==> config.mk <==
export PLATFORM = sky130hd
export DESIGN_NAME = user_locked_regfile_flat
export DESIGN_NICKNAME = d
export VERILOG_FILES = /design/src/rtl/user_locked_regfile_if.sv /design/src/rtl/user_locked_regfile.sv /design/src/flat_wrapper.sv
export SDC_FILE = /design/constraint.sdc
export NUM_CORES = 1
export LEC_CHECK = 0
export BUFFER_PORTS_ARGS = -buffer_cell sky130_fd_sc_hd__buf_4
export CAP_MARGIN = 20
export CORE_ASPECT_RATIO = 1.75
export CORE_MARGIN = 3
export CORE_UTILIZATION = 35
export CTS_CLUSTER_DIAMETER = 120
export CTS_CLUSTER_SIZE = 16
export DETAILED_ROUTE_END_ITERATION = 16
export GPL_TIMING_DRIVEN = 0
export PLACE_DENSITY = 0.51
export RECOVER_POWER = 100
export SLEW_MARGIN = 15
export SYNTH_ARGS = -nofsm -noshare
export SYNTH_HDL_FRONTEND = slang
export SYNTH_SLANG_ARGS = --single-unit
==> constraint.sdc <==
create_clock -name clk -period 7.4 [get_ports clk]
set_input_delay 1.48 -clock clk [delete_from_list [all_inputs] [get_ports clk]]
set_output_delay 1.48 -clock clk [all_outputs]
set_load 0.02 [all_outputs]
==> src/rtl/user_locked_regfile_if.sv <==
// Request/response bundle for user_locked_regfile: one requester ID shared by
// write, lock/unlock and read strobes, plus registered read and violation outputs.
interface user_locked_regfile_if #(
  parameter int DATA_W   = 8,
  parameter int NUM_REGS = 4,
  parameter int ID_W     = 2,
  parameter int CNT_W    = 8
);
  localparam int AW = $clog2(NUM_REGS);

  logic [ID_W-1:0]   usr_id;
  logic              wr_en;
  logic [AW-1:0]     wr_addr;
  logic [DATA_W-1:0] wr_data;
  logic              lock_req;
  logic              unlock_req;
  logic [AW-1:0]     lock_addr;
  logic [AW-1:0]     rd_addr;
  logic [DATA_W-1:0] rd_data;
  logic              rd_locked;
  logic [ID_W-1:0]   rd_owner;
  logic              viol;
  logic [CNT_W-1:0]  viol_cnt;

  modport master (
    output usr_id, wr_en, wr_addr, wr_data, lock_req, unlock_req, lock_addr, rd_addr,
    input  rd_data, rd_locked, rd_owner, viol, viol_cnt
  );

  modport slave (
    input  usr_id, wr_en, wr_addr, wr_data, lock_req, unlock_req, lock_addr, rd_addr,
    output rd_data, rd_locked, rd_owner, viol, viol_cnt
  );
endinterface

==> src/rtl/user_locked_regfile.sv <==
// Bank of owner-lockable registers: writes gated by requester ID, denied
// requests flagged for one cycle and counted in a saturating counter.
module user_locked_regfile #(
  parameter int              DATA_W   = 8,
  parameter int              NUM_REGS = 4,
  parameter int              ID_W     = 2,
  parameter logic [ID_W-1:0] ADMIN_ID = ID_W'(2),
  parameter int              CNT_W    = 8
) (
  input  logic                  clk,
  input  logic                  rst_n,
  user_locked_regfile_if.slave  bus
);
  localparam int AW = $clog2(NUM_REGS);

  logic [DATA_W-1:0] value_reg  [NUM_REGS];
  logic [DATA_W-1:0] value_next [NUM_REGS];
  logic [ID_W-1:0]   owner_reg  [NUM_REGS];
  logic [ID_W-1:0]   owner_next [NUM_REGS];
  logic              locked_reg [NUM_REGS];
  logic              locked_next[NUM_REGS];

  logic [DATA_W-1:0] rd_data_reg;
  logic              rd_locked_reg;
  logic [ID_W-1:0]   rd_owner_reg;
  logic              viol_reg;
  logic [CNT_W-1:0]  viol_cnt_reg;

  // All permission decisions use the pre-edge state of the addressed entry.
  logic wr_ok, wr_denied;
  logic lock_only, unlock_only, both_req;
  logic lock_ok, lock_denied, unlock_ok, unlock_denied;
  logic any_denied;

  assign wr_ok = locked_reg[bus.wr_addr] ? (bus.usr_id == owner_reg[bus.wr_addr])
                                         : (bus.usr_id == ADMIN_ID);
  assign wr_denied = bus.wr_en && !wr_ok;

  assign both_req    = bus.lock_req && bus.unlock_req;
  assign lock_only   = bus.lock_req && !bus.unlock_req;
  assign unlock_only = bus.unlock_req && !bus.lock_req;

  assign lock_ok     = lock_only && !locked_reg[bus.lock_addr];
  assign lock_denied = lock_only && locked_reg[bus.lock_addr];
  assign unlock_ok   = unlock_only && locked_reg[bus.lock_addr] &&
                       (bus.usr_id == owner_reg[bus.lock_addr] || bus.usr_id == ADMIN_ID);
  assign unlock_denied = unlock_only && !unlock_ok;

  assign any_denied = wr_denied || lock_denied || unlock_denied || both_req;

  generate
    for (genvar gi = 0; gi < NUM_REGS; gi++) begin : g_entry
      logic wr_hit, lk_hit;
      assign wr_hit = bus.wr_en && wr_ok && (bus.wr_addr == AW'(gi));
      assign lk_hit = (bus.lock_addr == AW'(gi));

      always_comb begin
        value_next[gi]  = value_reg[gi];
        owner_next[gi]  = owner_reg[gi];
        locked_next[gi] = locked_reg[gi];
        if (wr_hit) value_next[gi] = bus.wr_data;
        if (lock_ok && lk_hit) begin
          locked_next[gi] = 1'b1;
          owner_next[gi]  = bus.usr_id;
        end else if (unlock_ok && lk_hit) begin
          locked_next[gi] = 1'b0;
          owner_next[gi]  = '0;
        end
      end

      always_ff @(posedge clk or negedge rst_n) begin
        if (!rst_n) begin
          value_reg[gi]  <= '0;
          owner_reg[gi]  <= '0;
          locked_reg[gi] <= 1'b0;
        end else begin
          value_reg[gi]  <= value_next[gi];
          owner_reg[gi]  <= owner_next[gi];
          locked_reg[gi] <= locked_next[gi];
        end
      end
    end
  endgenerate

  // Read port returns post-update state so same-edge writes/locks are seen.
  always_ff @(posedge clk or negedge rst_n) begin
    if (!rst_n) begin
      rd_data_reg   <= '0;
      rd_locked_reg <= 1'b0;
      rd_owner_reg  <= '0;
      viol_reg      <= 1'b0;
      viol_cnt_reg  <= '0;
    end else begin
      rd_data_reg   <= value_next[bus.rd_addr];
      rd_locked_reg <= locked_next[bus.rd_addr];
      rd_owner_reg  <= owner_next[bus.rd_addr];
      viol_reg      <= any_denied;
      if (any_denied && viol_cnt_reg != {CNT_W{1'b1}})
        viol_cnt_reg <= viol_cnt_reg + 1'b1;
    end
  end

  assign bus.rd_data   = rd_data_reg;
  assign bus.rd_locked = rd_locked_reg;
  assign bus.rd_owner  = rd_owner_reg;
  assign bus.viol      = viol_reg;
  assign bus.viol_cnt  = viol_cnt_reg;
endmodule

==> src/flat_wrapper.sv <==
// flat-port wrapper written by rule: the top's interface ports become plain ports
module user_locked_regfile_flat 
#(
  parameter int              DATA_W   = 8,
  parameter int              NUM_REGS = 4,
  parameter int              ID_W     = 2,
  parameter logic [ID_W-1:0] ADMIN_ID = ID_W'(2),
  parameter int              CNT_W    = 8
)
  (clk, rst_n, bus_usr_id, bus_wr_en, bus_wr_addr, bus_wr_data, bus_lock_req, bus_unlock_req, bus_lock_addr, bus_rd_addr, bus_rd_data, bus_rd_locked, bus_rd_owner, bus_viol, bus_viol_cnt);
  user_locked_regfile_if #(.DATA_W(DATA_W), .NUM_REGS(NUM_REGS), .ID_W(ID_W), .CNT_W(CNT_W)) bus_i ();
  input  logic clk;
  input  logic rst_n;
  input wire logic [$bits(bus_i.usr_id)-1:0] bus_usr_id;
  input wire logic [$bits(bus_i.wr_en)-1:0] bus_wr_en;
  input wire logic [$bits(bus_i.wr_addr)-1:0] bus_wr_addr;
  input wire logic [$bits(bus_i.wr_data)-1:0] bus_wr_data;
  input wire logic [$bits(bus_i.lock_req)-1:0] bus_lock_req;
  input wire logic [$bits(bus_i.unlock_req)-1:0] bus_unlock_req;
  input wire logic [$bits(bus_i.lock_addr)-1:0] bus_lock_addr;
  input wire logic [$bits(bus_i.rd_addr)-1:0] bus_rd_addr;
  output wire logic [$bits(bus_i.rd_data)-1:0] bus_rd_data;
  output wire logic [$bits(bus_i.rd_locked)-1:0] bus_rd_locked;
  output wire logic [$bits(bus_i.rd_owner)-1:0] bus_rd_owner;
  output wire logic [$bits(bus_i.viol)-1:0] bus_viol;
  output wire logic [$bits(bus_i.viol_cnt)-1:0] bus_viol_cnt;
  assign bus_i.usr_id = bus_usr_id;
  assign bus_i.wr_en = bus_wr_en;
  assign bus_i.wr_addr = bus_wr_addr;
  assign bus_i.wr_data = bus_wr_data;
  assign bus_i.lock_req = bus_lock_req;
  assign bus_i.unlock_req = bus_unlock_req;
  assign bus_i.lock_addr = bus_lock_addr;
  assign bus_i.rd_addr = bus_rd_addr;
  assign bus_rd_data = bus_i.rd_data;
  assign bus_rd_locked = bus_i.rd_locked;
  assign bus_rd_owner = bus_i.rd_owner;
  assign bus_viol = bus_i.viol;
  assign bus_viol_cnt = bus_i.viol_cnt;
  user_locked_regfile #(.DATA_W(DATA_W), .NUM_REGS(NUM_REGS), .ID_W(ID_W), .ADMIN_ID(ADMIN_ID), .CNT_W(CNT_W)) u_core (.clk(clk), .rst_n(rst_n), .bus(bus_i));
endmodule
Word-level counts from Yosys, hierarchy flattened
Cells that the tools add are included.
{"block": "word_totals", "output_inout_bits": 20, "input_bits": 21, "word_cells": 110, "ff_bits": 64}
{"block": "classes", "order_cmp": 3, "mux": 42, "bitwise_logic": 3, "n_reduce_logical": 34, "eq_ne": 10, "add_sub_neg": 1}
{"operator": "$mux W8", "n": 6}
{"operator": "$mux W2", "n": 14}
{"operator": "$logic_and A1 B1 Y1", "n": 23}
{"operator": "$bmux W8 S2", "n": 1}
{"operator": "$mux W1", "n": 15}
{"operator": "$bmux W2 S2", "n": 3}
{"operator": "$eq A2 B2 Y1 const B", "n": 5}
{"operator": "$ge A3 B3 Y1 const B", "n": 3}
{"operator": "$not A2 Y3", "n": 3}
{"operator": "$add A8 B1 Y8 const B", "n": 1}
{"operator": "$ne A8 B8 Y1 const B", "n": 1}
{"operator": "$bmux W1 S2", "n": 3}
{"operator": "$logic_not A1 Y1", "n": 5}
{"operator": "$eq A2 B1 Y1 const B", "n": 2}
{"operator": "$eq A2 B2 Y1", "n": 2}
{"operator": "$logic_not A2 Y1", "n": 2}
{"operator": "$logic_or A1 B1 Y1", "n": 4}

Longest topological paths before layout
Gate-level depths: netlist of run 1.
{"block": "logic_depth", "depth_word": 13, "ltp_mapped": 10, "depth_no_buf": 8}

Worst setup path before layout of run 1
OpenSTA, ideal clock, no wires.
{"block": "synth_timing", "path_kind": "input to register", "start": "input bus_wr_addr[0]", "end": "register u_core.rd_data_reg[7], in the netlist u_core.bus.rd_data[7]", "setup_time_ns": 0.121, "path_buffers": 1, "t_required_ns": 7.279, "cell_stages": 8, "arrival_ns": 3.630, "path_slack_ns": 3.648, "cell_sequence": "buf_6 -> mux4_2 -> xnor2_2 -> a32oi_4 -> nor4b_4 -> mux2_4 -> o22ai_2 -> nor2_2"}
{"item": "start, declared", "line": "flat_wrapper.sv:16", "source": "input wire logic [$bits(bus_i.wr_addr)-1:0] bus_wr_addr;"}
{"item": "end signal, assigned", "line": "user_locked_regfile.sv:94", "source": "rd_data_reg <= value_next[bus.rd_addr];"}
{"item": "end, declared", "line": "user_locked_regfile.sv:23", "source": "logic [DATA_W-1:0] rd_data_reg;"}

==> out/results.ini, run 1 <==
[logic_synthesis]
synth_top_cells_by_count = 64 x dfrtp_1, 19 x o22ai_1, 17 x mux2_2
syn_area_per_cell_sq_um = 12.8
synth.area.top_cells = dfrtp_1 52%, mux2_2 6.3%, mux4_2 4.4%, mux2_4 3.9%, o22ai_1 3.9%
synth_cell_types = 48
synth_top_area_cell = dfrtp_1
synth_nets = 261
yosys_most_used_dff = dfrtp_1
syn_inst = 239
synth_most_common_cell = dfrtp_1
async_reset_ff_share_pct = 100
ys_seq_area_share_pct = 52.4
synth_top_area_share_pct = 52.4
syn_area_sq_mm = 0.00306
yosys_warnings = 0
ys_ff_latch = 64
synth_edf_count = 0

[global_route]
antenna_found_initial = 0
grt_max_degree = 65
grt_overflow = 0
grt_pass1_wl_um = 11200
track_usage_pct = 14.9
grt_pass1_vias = 2163

[sta]
max_slew.worst_pin.slew_ns = 3.35
finalSetupViolCount = 0
grt_setup_unrepaired = no
fin_worst_skew_ns = 0.00616
finalCriticalPeriod_ns = 5.22
fmax_ghz = 0.192
timing.hold.ws_ns = 0.479
setup_tns_ns = 0
final_hold_viol_count = 0
slew_headroom_pct = -123
fin_crit_sh_pct = 70.5
slew_viol_final = 74

[worst_setup_path]
rr_worst_depth = 8
critPathMaxFanout = 10
r2r_slack_ns = 3.19
reg2reg_to = u_core.bus.rd_data[7]
crit_path_end_kind = flop
path_class = input pin to flop
cp_data_arrival_time_ns = 5.43
crit_path_start_kind = input pin
cp_data_required_time_ns = 7.61
reg2reg_from = u_core.owner_reg[3]

[power_and_ir_drop]
powerDensity_mw_per_mm2 = 407
total_leakage_power_nw = 1.53
irDropWorstVdd_v = 0.000168

[cts]
insertion_delay_ns = 0.33
cts_buffers = 9
hold_buffers = 0
clock_sinks = 64
clockRootBuffer = clkbuf_16
clk_pin_slew_ns = 0.05
cts_tree = done
cts_max_path_buffers = 2
h-tree-depth = 3
cts_resized = 0
postCtsSetupBuffers = 0

[route]
wl_um = 6870
via_per_inst = 5.20
wl_per_cell_um = 17.0
drtPass1Iterations = 4
ant_nets = 0
drt_iter0_drc = 135
vias = 2107
drc = 0

[finish]
n_antenna_cell = 0
area_delta_synth_final_pct = 18.3
fin_cells = 405
final_layout_size_suffix_gt1_share_pct = 17.6
layout.nets = 308
largest_register_ffs = 32

[worst_hold_path]
worst_hold_path.endpoint = u_core.value_reg[16]
hold_start = u_core.value_reg[16]
worstHoldPathType = flop to flop
hold_depth = 1

[floorplan]
die_w_um = 76.6
rows = 44
dieArea_sq_mm = 0.00994
start_util_pct = 36.3
die_y_um = 130
io_pins = 41
coreArea_sq_mm = 0.00842

[place]
port_buffers = 36
gp_congestion = 0.850
dp_cells = 390
hpwl_um = 4830

[run_status]
outcome = finished with violations
violations = max-capacitance violations, max-slew violations

[job]
maxCapViolations = 2

cells by family after synthesis:
group / Yosys count / share of synthesized area [%]
compound gates: 53 / 12.8
xor+xnor: 9 / 2.82
fa+ha+maj: 1 / 0.409
buf+inv: 16 / 2.50
flops: 64 / 52.4
mux: 42 / 18.5
simple gates: 54 / 10.6
cells in the final DEF, fill, tap and decap left out, types with 2 or more instances in the layout:
cell type  Yosys  layout
nand3_1        4       4
nor2_1        12      12
and3_1         3       3
mux2i_1        3       3
mux2_2        17       2
mux2_4         8       8
nand2_1       10      10
a21oi_1        3       3
clkbuf_8       0       4
mux2_1         8      23
mux4_2         6       6
buf_4          1      15
xnor2_1        7       7
a22o_1         8       8
clkbuf_16      0       9
nor3_1         3       4
dfrtp_1       64      64
o22ai_1       19      20
a221oi_1       4       4
nand2b_1       9       9
inv_1          3       3
clkbuf_1       7      32
nand4_1        3       3
o21ai_0        8       9
critical path, stage by stage:
cell and delay (ns):
clkbuf_1 0.15, clkbuf_1 0.44, mux4_2 0.39, o21ai_0 0.09
a32oi_1 0.23, nor4b_1 2.03, mux2_4 0.37, o22ai_1 0.20
nor2_2 0.05
layout make-up:
cell class	instances	area, sq um
well taps	115	144
plain buffers	13	61.3
fillers	817	4810
clock buffers	13	280
flip-flops and latches	64	1600
repair buffers	36	188
clock inverters	2	12.5
inverters	3	11.3
multi-input cells	159	1320
worst max-delay path by stage:
stage	start	to	cells after the start
after global routing	bus_wr_addr[1]	u_core.bus.rd_data[7]	9
after global placement	bus_usr_id[1]	u_core.bus.rd_data[7]	9
after floorplan	bus_wr_addr[0]	u_core.bus.rd_data[7]	8
after detailed placement	bus_usr_id[1]	u_core.bus.rd_data[7]	9
after CTS	bus_usr_id[1]	u_core.bus.rd_data[7]	9
final	bus_wr_addr[1]	u_core.bus.rd_data[7]	9
metrics by stage:
stage / power [mW] / setup slack (ns) / area (sq um) / util, %
2_1_floorplan: 0.971 / 3.65 / 3060 / -
3_3_place_gp: 1.13 / 3.29 / 3470 / 41.2
3_5_place_dp: 1.14 / 3.28 / 3470 / 41.2
4_1_cts: 1.56 / 3.62 / 3760 / 44.7
5_1_grt: 1.57 / 1.75 / 3610 / 42.9
6_report: 1.47 / 2.18 / 3610 / 42.9
layer usage:
layer | track usage [%] | share of wire [%] | vias up | wire length, um
met5 | 0 | 0 | - | 0
li1 | - | - | 986 | -
met2 | 26.4 | 52 | 52 | 3550
met3 | 2.50 | 3.5 | 19 | 240
met1 | 16.4 | 42 | 1050 | 2860
met4 | 9.71 | 3.2 | 0 | 221
power breakdown:
part	switching [mW]	leakage [nW]	internal, mW
clock	0.145	0.144	0.260
combinational	0.242	0.610	0.219
sequential	0.0921	0.774	0.513
total	0.479	1.53	0.993
Power figures use the tool's default switching activity.
==> run 2, diff against run 1 <==
--- a/config.mk
+++ b/config.mk
@@ -14,7 +14,7 @@
 export CTS_CLUSTER_SIZE = 16
 export DETAILED_ROUTE_END_ITERATION = 16
 export GPL_TIMING_DRIVEN = 0
-export PLACE_DENSITY = 0.51
+export PLACE_DENSITY = 0.53
 export RECOVER_POWER = 100
 export SLEW_MARGIN = 15
 export SYNTH_ARGS = -nofsm -noshare
==> constraint.sdc (replaced) <==
create_clock -name clk -period 4.69 [get_ports clk]
set_input_delay 0.938 -clock clk [delete_from_list [all_inputs] [get_ports clk]]
set_output_delay 0.938 -clock clk [all_outputs]
set_load 0.02 [all_outputs]
==> run 2 against run 1 <==
Effect of this change:
- first-iteration DRC count down 19%
- core utilization up 0.49 points
- power up 61%
- non-clock buffer count unchanged
- clock power up 72%
- the run now ends clean
- count of clock-buffer cells in the layout down 1
- global-route usage about the same
- clock skew up 0.0032 ns
- highest routed layer unchanged
- combinational power up 56%
==> out/results.ini, run 2 (synthesized netlist as in run 1, its figures left out) <==
[run_status]
outcome = finished clean

[global_route]
grt_max_degree = 65
grt_pass1_wl_um = 11300
track_usage_pct = 14.9
antenna_found_initial = 0
grt_overflow = 0
grt_pass1_vias = 2183

[route]
drt_iter0_drc = 110
drc = 0
via_per_inst = 5.20
wl_per_cell_um = 16.7
ant_nets = 0
wl_um = 6800
drtPass1Iterations = 4
vias = 2113

[finish]
n_antenna_cell = 0
final_cell_mix = 64 x dfrtp_1, 30 x clkbuf_1, 26 x mux2_1
multiInputGateArea_sq_mm = 0.00133
largest_register_ffs = 32
fillCellCount = 821
ff_latch_area_sq_mm = 0.00160
layout_commonest_cell = dfrtp_1
area_delta_synth_final_pct = 19.6
final_layout_size_suffix_gt1_share_pct = 18.6
layout.nets = 308

[cts]
insertion_delay_ns = 0.33
postCtsSetupBuffers = 0
h-tree-depth = 3
cts_max_path_buffers = 2
cts_tree = done
cts_buffers = 9
clockRootBuffer = clkbuf_16
cts_resized = 0
clock_sinks = 64
clk_pin_slew_ns = 0.06
hold_buffers = 0

[worst_setup_path]
crit_path_start_kind = input pin
cp_data_arrival_time_ns = 3.91
cp_data_required_time_ns = 4.91
path_class = input pin to flop
rr_worst_depth = 8
crit_path_top_delay_cell = a32oi_1
max_stage_delay_ns = 0.70
crit_top_cell = clkbuf_1
crit_path_end_kind = flop
critPathMaxFanout = 10
cp_cell_sequence = clkbuf_1, clkbuf_1, mux2i_1, xnor2_1, mux2i_1, a32oi_1, a221o_1, and2_1, clkbuf_1, mux2_1

[sta]
fmax_ghz = 0.271
fin_crit_sh_pct = 78.7
setup_tns_ns = 0
max_slew.worst_pin.slew_ns = 0.909
grt_setup_unrepaired = no
slew_viol_final = 0
finalCriticalPeriod_ns = 3.69
finalSetupViolCount = 0
fin_worst_skew_ns = 0.00933
slew_headroom_pct = 39.4
final_hold_viol_count = 0

[floorplan]
rows = 44
start_util_pct = 36.3
die_w_um = 76.6
dieArea_sq_mm = 0.00994
die_y_um = 130
coreArea_sq_mm = 0.00842
io_pins = 41

[place]
hpwl_um = 4860
port_buffers = 36
gp_congestion = 0.865

[worst_hold_path]
hold_depth = 1
worstHoldPathType = flop to flop

[power_and_ir_drop]
irDropWorstVdd_v = 0.000301
power.total_mw = 2.36
powerDensity_mw_per_mm2 = 647
total_leakage_power_nw = 1.55

[job]
maxCapViolations = 0

[run 2: layout make-up]
cell class              count  share of cell area [%]
plain buffers              13                    1.71
clock buffers              12                    7.29
clock inverters             4                    1.40
inverters                   3                   0.308
multi-input cells         159                    36.3
flip-flops and latches     64                    43.8
well taps                 115                    3.94
repair buffers             36                    5.24
[run 2: power breakdown]
| group | total, mW | switching (mW) | internal, mW |
|---|---|---|---|
| logic | 0.720 | 0.391 | 0.329 |
| clock network | 0.695 | 0.241 | 0.454 |
| registers | 0.950 | 0.141 | 0.809 |
[run 2: layer usage]
metal,vias to the layer above,wire length [um],track usage [%]
met2,56,3620,25.3
met5,-,0,0
met1,1056,2700,17.3
met3,15,315,4.24
met4,0,163,7.58
li1,986,-,-
[run 2: final timing paths]
kind	start	end	slack, ns
worst max-delay path	bus_wr_addr[1]	u_core.bus.viol_cnt[1]	1.0
worst min-delay path	u_core.value_reg[17]	u_core.value_reg[17]	0.48
worst max register to register	u_core.owner_reg[1]	u_core.bus.viol_cnt[1]	1.53
worst min register to register	u_core.value_reg[17]	u_core.value_reg[17]	0.48
max in group asynchronous	rst_n	u_core.bus.rd_data[3]	3.46
min in group asynchronous	rst_n	u_core.owner_reg[2]	0.68
[run 2: through the flow]
stage / setup WS, ns / utilization, % / instance area (sq um) / std cells / hold slack (ns)
after floorplan: 1.48 / - / 3060 / 239 / 0.455
after global placement: 1.15 / 41.2 / 3470 / 390 / 0.464
after detailed placement: 1.16 / 41.2 / 3470 / 390 / 0.476
after CTS: 1.50 / 45.0 / 3790 / 406 / 0.488
after global routing: 0.726 / 43.4 / 3660 / 406 / 0.503
final: 0.999 / 43.4 / 3660 / 406 / 0.482
[run 2: worst max-delay path: cells and delay by family]
family	cells	cell delay [ns]
AO/OA/AOI/OAI	2	1.04
multiplexers	3	0.75
XOR/XNOR	1	0.14
AND/OR/NAND/NOR	1	0.14
buffers and inverters	3	0.90
